[config.mk]
export PLATFORM = sky130hd
export DESIGN_NAME = cdb_arbiter
export DESIGN_NICKNAME = d
export VERILOG_FILES = /design/src/rtl/cdb_arbiter.sv
export SDC_FILE = /design/constraint.sdc
export NUM_CORES = 1
export LEC_CHECK = 0
export BUFFER_PORTS_ARGS = -buffer_cell sky130_fd_sc_hd__clkbuf_2
export CAP_MARGIN = 40
export CELL_PAD_IN_SITES_DETAIL_PLACEMENT = 1
export CELL_PAD_IN_SITES_GLOBAL_PLACEMENT = 2
export CORE_MARGIN = 4
export CORE_UTILIZATION = 28
export DETAILED_ROUTE_END_ITERATION = 8
export PLACE_DENSITY_LB_ADDON = 0.1
export SLEW_MARGIN = 0
export SYNTH_ARGS = -nofsm -noshare
export SYNTH_HDL_FRONTEND = slang
export SYNTH_SLANG_ARGS = --single-unit
[constraint.sdc]
create_clock -name clock -period 8.9 [get_ports clock]
set_clock_uncertainty 0.2 [all_clocks]
set_input_delay 0.89 -clock clock [delete_from_list [all_inputs] [get_ports clock]]
set_output_delay 0.89 -clock clock [all_outputs]
set_load 0.02 [all_outputs]
[src/rtl/cdb_arbiter.sv]
`timescale 1ns/1ps
`default_nettype none
// =====================================================================
// Module   : cdb_arbiter (with cdb_pkg packet definition)
// Purpose  : round-robin grant of up to 3 FU results onto the 3-lane CDB.
//            Optional macro CDB_BRANCH_PRIO_EN gives FU 0 fixed lane-0 priority.
// Revision : 1.0
// =====================================================================

package cdb_pkg;
    localparam int ROB_TAG_W = 5;
    localparam int XLEN      = 32;

    typedef struct packed {
        logic                 valid;
        logic [ROB_TAG_W-1:0] tag;
        logic [XLEN-1:0]      value;
        logic                 take_branch;
        logic [XLEN-1:0]      NPC;
        logic                 halt;
    } CDB_ROB_PACKET;
endpackage

module cdb_arbiter
    import cdb_pkg::*;
#(
    parameter int NUM_FU = 6
) (
    input  logic                           clock,
    input  logic                           reset,
    input  logic                           squash_flag,
    input  logic [NUM_FU-1:0]              fu_valid,
    input  CDB_ROB_PACKET [NUM_FU-1:0]     fu_packet,
    output logic [NUM_FU-1:0]              fu_ready,
    output CDB_ROB_PACKET [2:0]            CDB_packet_out
);

    localparam int                CDB_LANES  = 3;
    localparam int                PTR_W      = $clog2(NUM_FU);
    localparam logic [PTR_W:0]    NUM_FU_EXT = (PTR_W+1)'(NUM_FU);
    localparam logic [PTR_W-1:0]  LAST_FU    = PTR_W'(NUM_FU - 1);

    logic [PTR_W-1:0]               rr_ptr_q;
    logic [PTR_W-1:0]               rr_ptr_d;
    CDB_ROB_PACKET [CDB_LANES-1:0]  cdb_q;
    CDB_ROB_PACKET [CDB_LANES-1:0]  cdb_d;

    logic [NUM_FU-1:0]              grant;
    logic [CDB_LANES-1:0]           lane_vld;
    logic [PTR_W-1:0]               lane_sel [CDB_LANES];
    logic [1:0]                     n_gnt;
    logic [PTR_W:0]                 scan_sum;
    logic [PTR_W-1:0]               scan_idx;
    logic                           scan_ok;
    logic                           rot_hit;
    logic [PTR_W-1:0]               last_rot;

    // Scan from rr_ptr with explicit mod-NUM_FU wrap; grant k lands in lane k.
    always_comb begin
        grant    = '0;
        lane_vld = '0;
        n_gnt    = '0;
        scan_sum = '0;
        scan_idx = '0;
        scan_ok  = 1'b0;
        rot_hit  = 1'b0;
        last_rot = '0;
        for (int l = 0; l < CDB_LANES; l++) begin
            lane_sel[l] = '0;
        end
`ifdef CDB_BRANCH_PRIO_EN
        if (fu_valid[0]) begin
            grant[0]    = 1'b1;
            lane_vld[0] = 1'b1;
            lane_sel[0] = '0;
            n_gnt       = 2'd1;
        end
`endif
        for (int k = 0; k < NUM_FU; k++) begin
            scan_sum = {1'b0, rr_ptr_q} + (PTR_W+1)'(k);
            if (scan_sum >= NUM_FU_EXT) begin
                scan_sum = scan_sum - NUM_FU_EXT;
            end
            scan_idx = scan_sum[PTR_W-1:0];
`ifdef CDB_BRANCH_PRIO_EN
            scan_ok  = (scan_idx != '0);
`else
            scan_ok  = 1'b1;
`endif
            if (scan_ok && fu_valid[scan_idx] && (n_gnt < 2'd3)) begin
                grant[scan_idx]   = 1'b1;
                lane_vld[n_gnt]   = 1'b1;
                lane_sel[n_gnt]   = scan_idx;
                n_gnt             = n_gnt + 2'd1;
                rot_hit           = 1'b1;
                last_rot          = scan_idx;
            end
        end
    end

    always_comb begin
        fu_ready = '0;
        if (reset) begin
            fu_ready = squash_flag ? {NUM_FU{1'b1}} : grant;
        end
    end

    // Pointer only moves past rotation grants; a squash freezes it.
    always_comb begin
        rr_ptr_d = rr_ptr_q;
        if (rot_hit && !squash_flag) begin
            rr_ptr_d = (last_rot == LAST_FU) ? '0 : last_rot + PTR_W'(1);
        end
    end

    always_comb begin
        for (int l = 0; l < CDB_LANES; l++) begin
            cdb_d[l] = '0;
            if (lane_vld[l] && !squash_flag) begin
                cdb_d[l]       = fu_packet[lane_sel[l]];
                cdb_d[l].valid = 1'b1;
            end
        end
    end

    always_ff @(posedge clock or negedge reset) begin
        if (!reset) begin
            rr_ptr_q <= '0;
            cdb_q    <= '0;
        end else begin
            rr_ptr_q <= rr_ptr_d;
            cdb_q    <= cdb_d;
        end
    end

    assign CDB_packet_out = cdb_q;

endmodule

`default_nettype wire

==> results.toml, run 1 <==
[critical_path]
critical_path.endpoint_type = "primary output"
critPathKind = "flop to primary output"
crit_path_start_kind = "flop"
timing.critical_path.arrival_ns = 7.04
maximum_fanout_encountered_on_the_critical_timing_path = 14
worstPathRequired_ns = 7.81

[synthesis]
syn-instance-count = 2209
synth.yosys.warnings = 0
netlist.top_cell.by_area = "sky130_fd_sc_hd__dfrtp_1"
dominantRegCellSynth = "sky130_fd_sc_hd__dfrtp_1"
synth-edff-count = 0
yosysUniqueCellTypes = 93
dominant_cells_by_area_after_synthesis = "sky130_fd_sc_hd__dfrtp_1, sky130_fd_sc_hd__a22oi_1, sky130_fd_sc_hd__mux2i_1"
synth_area_per_cell_sq_um = 9.36
postSynthRegisterBits = 219
seq_area_frac_synth_pct = 26.5
synth_nets = 2668
post-synth-top-area-fraction_pct = 26.5
synthArstFlopShare_pct = 100
netlist_area_sq_um = 20700

[route]
routed_wire_length_per_instance_um = 31.9
firstDrtPassIters = 5
num_vias = 23500
vias_per_cell = 6.18
antenna_violating_nets_post_route = 0
totalWireLength_mm = 121
count_of_unresolved_drc_violations_after_routing = 0
detail_route.iter0.violations = 1784

[placement]
detailed_placer_s_ending_hpwl_mm = 83.2
buffer_ports.inserted = 656
routabilityCongestion = 0.894

[sta]
worst_slew_margin_rel_pct = 44.8
worstMarginPinSlew_ns = 0.827
grt_setup_unrepaired = "no"
setup_total_negative_slack_ns = 0
finalMaxSlewViolations = 0
achievable-frequency_mhz = 123
final_worst_path_cycle_share_pct = 91.3
period_needed_ns = 8.13
finalSetupViolCount = 0
hold_violations = 0

[global_route]
number_of_global_route_vias_before_repair = 24800
met1_usage_pct = 36.9
grt_max_degree = 83
globalRouteMet2Util_pct = 50.6
globalRouteMet3Util_pct = 5.87
busiest_layer = "met2"
grt.total_usage_pct = 29.6
antenna_found_initial = 38
wire_length_of_the_first_global_routing_pass_mm = 175
grt_overflow = 0

[clocking]
cts_hold_repair.buffers = 0
htreeDepth = 2
clock-root-buffer = "sky130_fd_sc_hd__clkbuf_16"
cts_resized = 0
cts_inserted_buffers = 34
clk-insertion-delay-late_ns = 0.54
numClockSinks = 219
tritoncts = "done"
cts_post_setup_buffers_inserted = 0
clock_slew_at_reported_path_ffs_ns = 0.05
clock_tree.buffer_depth = 3

[finish]
nets = 3256
fillCellCount = 8569
flow.area_growth_from_synthesis_pct = 30.9
final_layout_size_suffix_gt1_share_pct = 35.5
most_common_cell_after_layout_fill_and_taps_aside = "sky130_fd_sc_hd__clkbuf_2"
commonest_cells_after_routing_fill_and_taps_aside = "sky130_fd_sc_hd__clkbuf_2, sky130_fd_sc_hd__a22oi_1, sky130_fd_sc_hd__mux2i_1, sky130_fd_sc_hd__dfrtp_1, sky130_fd_sc_hd__a221o_1"

[die]
num_io_pins = 663
row_count = 99
fp.dieArea_sq_um = 78200
initial_core_util_pct = 28.3
core_area_sq_um = 73100
die_y_um = 280
chipWidth_um = 280

[min_path]
timing.hold.worst.class = "input port to asynchronous set/reset pin"

[run_status]
outcome = "complete, no violations"

[run]
maxCapViolCount = 0
[cell usage after synthesis (28+ instances only)]
| cell | number |
|---|---|
| sky130_fd_sc_hd__a21oi_1 | 95 |
| sky130_fd_sc_hd__buf_2 | 83 |
| sky130_fd_sc_hd__mux2_2 | 93 |
| sky130_fd_sc_hd__o21ai_0 | 85 |
| sky130_fd_sc_hd__clkbuf_1 | 115 |
| sky130_fd_sc_hd__a22oi_1 | 428 |
| sky130_fd_sc_hd__mux2_1 | 54 |
| sky130_fd_sc_hd__a221oi_2 | 28 |
| sky130_fd_sc_hd__dfrtp_1 | 219 |
| sky130_fd_sc_hd__a21o_1 | 80 |
| sky130_fd_sc_hd__a221oi_1 | 49 |
| sky130_fd_sc_hd__nand2_1 | 95 |
| sky130_fd_sc_hd__mux2i_1 | 294 |
| sky130_fd_sc_hd__a221o_1 | 144 |
| sky130_fd_sc_hd__nor2_1 | 105 |
[final cells by class]
type	instances	area [sq um]	area share (%)
diodes	29	72.6	0.268
clock buffers	52	1000	3.69
clock inverters	3	43.8	0.162
inverters	19	71.3	0.264
multi-input cells	1734	14200	52.3
flip-flops and latches	219	5480	20.3
well taps	959	1200	4.43
repair buffers	789	5030	18.6
[metrics by stage]
| step | instance area [sq um] | hold WS [ns] | util, % | setup slack, ns | cells |
|---|---|---|---|---|---|
| after global routing | 27100 | 0.125 | 37.0 | 0.401 | 3803 |
| after floorplan | 20700 | 0.394 | - | 0.616 | 2209 |
| final | 27100 | 0.0911 | 37.0 | 0.773 | 3804 |
| after detailed placement | 25900 | 0.647 | 35.5 | 1.10 | 3720 |
| after global placement | 25800 | 0.639 | 35.4 | 1.07 | 3715 |
| after CTS | 27000 | 0.105 | 36.9 | 0.810 | 3775 |
[cell families after synthesis]
logic type	synth area share [%]
AO/OA/AOI/OAI	37.4
multiplexers	22.7
AND/OR/NAND/NOR	6.20
buffers and inverters	5.79
flip-flops	26.5
adder cells (fa/ha/maj)	1.16
XOR/XNOR	0.254
[layer usage]
layer	wire length, um	vias up
met4	3900	16
met2	59700	970
li1	-	10200
met1	49500	12100
met3	8100	214
met5	108	-
[worst max-delay path: stages (launching register included)]
cell	delay (ns)
sky130_fd_sc_hd__dfrtp_1	0.63
sky130_fd_sc_hd__inv_1	0.17
sky130_fd_sc_hd__ha_1	0.49
sky130_fd_sc_hd__o31ai_2	0.55
sky130_fd_sc_hd__nand3_1	0.42
sky130_fd_sc_hd__and2_1	0.29
sky130_fd_sc_hd__fa_1	0.79
sky130_fd_sc_hd__inv_1	0.17
sky130_fd_sc_hd__o21ai_1	0.20
sky130_fd_sc_hd__nand3_1	0.16
sky130_fd_sc_hd__and2_1	0.22
sky130_fd_sc_hd__ha_1	0.24
sky130_fd_sc_hd__nor4b_2	0.50
sky130_fd_sc_hd__buf_4	0.21
sky130_fd_sc_hd__nor2_1	0.10
sky130_fd_sc_hd__buf_4	0.18
sky130_fd_sc_hd__a41oi_1	0.27
sky130_fd_sc_hd__nand2_1	0.21
sky130_fd_sc_hd__o211ai_1	0.30
sky130_fd_sc_hd__o221a_2	0.24
sky130_fd_sc_hd__clkbuf_2	0.17
[state kept, by name (all words and copies together) (netlist names)]
register and count:
CDB_packet_out 216, rr_ptr_q 3
[path summary, 6_finish.rpt]
path / endpoint / slack [ns] / startpoint / cells after the start
worst min register to register: rr_ptr_q[2] / 0.66 / rr_ptr_q[2] / 2
worst min-delay path: CDB_packet_out[95] / 0.09 / reset / 1
worst max register to register: CDB_packet_out[181] / 1.01 / rr_ptr_q[1] / 24
max in group asynchronous: CDB_packet_out[156] / 7.09 / reset / 2
min in group clock: CDB_packet_out[191] / 0.50 / fu_packet[407] / 3
worst max-delay path: fu_ready[2] / 0.77 / rr_ptr_q[1] / 20
Power of run 1 is left out: the tool's default activity adds up to more than one toggle a clock period on the data nets, which glitch-free logic cannot reach.
==> inputs of run 2 (changes only) <==
- BUFFER_PORTS_ARGS: -buffer_cell sky130_fd_sc_hd__clkbuf_2 -> -buffer_cell sky130_fd_sc_hd__buf_2
==> results.toml, run 2 (synthesis gave the netlist of run 1 again) <==
[clocking]
cts_resized = 0
clock_slew_at_reported_path_ffs_ns = 0.06
numClockSinks = 219
cts_post_setup_buffers_inserted = 0
clock_tree.buffer_depth = 3
cts_hold_repair.buffers = 0
cts_inserted_buffers = 31
clk-insertion-delay-late_ns = 0.60
clock-root-buffer = "sky130_fd_sc_hd__clkbuf_16"
htreeDepth = 1
tritoncts = "done"

[route]
antenna_violating_nets_post_route = 0
totalWireLength_mm = 122
num_vias = 23800
vias_per_cell = 6.16
firstDrtPassIters = 5
routed_wire_length_per_instance_um = 31.5
count_of_unresolved_drc_violations_after_routing = 0
detail_route.iter0.violations = 1604

[critical_path]
worstPathBufferInverterCount = 6
critical_path.endpoint_type = "primary output"
timing.critical_path.arrival_ns = 7.14
cp_slowest_stage_delay_ns = 0.62
crit_path_start_kind = "flop"
timing.critical_path.cells = "inv_1 > ha_1 > or4_1 > a21oi_1 > nor2_1 > inv_1 > ha_1 > inv_1 > or3_1 > a21oi_1 > o21ai_0 > and2_1 > ha_1 > buf_4 > nor3b_4 > nor2_1 > buf_4 > a41oi_1 > nand2_1 > o211ai_1 > o221a_2 > buf_2"
cpLargestDelayFamily = "simple AND/OR/NAND/NOR gates"
worstPathRequired_ns = 7.81
critPathKind = "flop to primary output"
critical-path-slowest-cell = "sky130_fd_sc_hd__dfrtp_4"
regToRegSetupSlack_ns = 1.03
maximum_fanout_encountered_on_the_critical_timing_path = 25

[finish]
commonest_cells_after_routing_fill_and_taps_aside = "sky130_fd_sc_hd__buf_2, sky130_fd_sc_hd__a22oi_1, sky130_fd_sc_hd__mux2i_1, sky130_fd_sc_hd__dfrtp_1, sky130_fd_sc_hd__a221o_1"
nets = 3308
largest_register_ff_count = 216
final_layout_size_suffix_gt1_share_pct = 36.7
multiInputGateArea_sq_um = 14200
most_common_cell_after_layout_fill_and_taps_aside = "sky130_fd_sc_hd__buf_2"
flow.area_growth_from_synthesis_pct = 34.2
regArea_sq_um = 5480
final_design_area_no_fill_sq_um = 27700
fillCellCount = 8462

[sta]
finalHoldWorstSlack_ns = 0.0136
finalSetupViolCount = 0
worstMarginPinSlew_ns = 0.895
period_needed_ns = 8.23
worst_slew_margin_rel_pct = 40.3
achievable-frequency_mhz = 122
finalMaxSlewViolations = 0
final_worst_path_cycle_share_pct = 92.4
grt_setup_unrepaired = "no"
hold_violations = 0
setup_total_negative_slack_ns = 0

[die]
chipWidth_um = 280
core_area_sq_um = 73100
fp.dieArea_sq_um = 78200
row_count = 99
num_io_pins = 663
die_y_um = 280
initial_core_util_pct = 28.3

[placement]
routabilityCongestion = 0.875
buffer_ports.inserted = 656
detailed_placer_s_ending_hpwl_mm = 87.1
dpl-instance-area_sq_um = 26700

[run_status]
outcome = "complete, no violations"

[global_route]
grt.total_usage_pct = 29.5
antenna_found_initial = 55
wire_length_of_the_first_global_routing_pass_mm = 175
grt_max_degree = 61
number_of_global_route_vias_before_repair = 25000
grt_overflow = 0

[run]
maxCapViolCount = 0

[min_path]
timing.hold.worst.class = "input port to asynchronous set/reset pin"
run 2: cell count changes in the layout (fill, tap and decap cells not counted), moves of 2 or more:
| cell | previous run | this run |
|---|---|---|
| sky130_fd_sc_hd__buf_2 | 0 | 657 |
| sky130_fd_sc_hd__clkbuf_2 | 655 | 0 |
| sky130_fd_sc_hd__buf_12 | 55 | 84 |
| sky130_fd_sc_hd__buf_4 | 75 | 101 |
| sky130_fd_sc_hd__diode_2 | 29 | 39 |
| sky130_fd_sc_hd__clkbuf_16 | 35 | 31 |
| sky130_fd_sc_hd__clkbuf_8 | 6 | 8 |
run 2: per-layer routing:
layer / part of all wire, % / track usage [%]
met3: 6.8 / 5.72
met4: 3.9 / 11.8
met1: 40 / 36.4
met5: 0.12 / 0
met2: 49 / 50.7
run 2: metrics by stage:
step                util, %  std cells  setup WS [ns]
floorplan                 -       2209          0.616
global placement       36.5       3772           1.15
detailed placement     36.5       3775           1.10
CTS                    37.8       3829          0.697
global route           38.0       3864          0.194
finish                 38.0       3868          0.675
run 2: final timing paths:
check	startpoint	to	cells after the start
max	rr_ptr_q[0]	fu_ready[3]	22
min	reset	CDB_packet_out[95]	1
max reg2reg	rr_ptr_q[0]	CDB_packet_out[137]	24
min reg2reg	rr_ptr_q[1]	rr_ptr_q[1]	2
max in group asynchronous	reset	CDB_packet_out[174]	4
min in group clock	fu_packet[368]	CDB_packet_out[152]	3
run 2: final cells by class:
class / instances / area share (%)
Sequential cell: 219 / 19.8
Multi-Input combinational cell: 1734 / 51.0
Clock inverter: 3 / 0.108
Timing Repair Buffer: 844 / 20.8
Inverter: 19 / 0.257
Tap cell: 959 / 4.32
Clock buffer: 51 / 3.36
Antenna cell: 39 / 0.352
run 2: worst reg2reg max path, delay by kind of cell, from the launching register on:
kind | cells | cell delay, ns
buffers and inverters | 5 | 0.89
adders and majority gates | 3 | 1.09
AOI/OAI and AO/OA | 8 | 1.98
DFF | 1 | 0.62
and+or+nand+nor | 8 | 3.02
Power of run 2 is left out for the same reason.
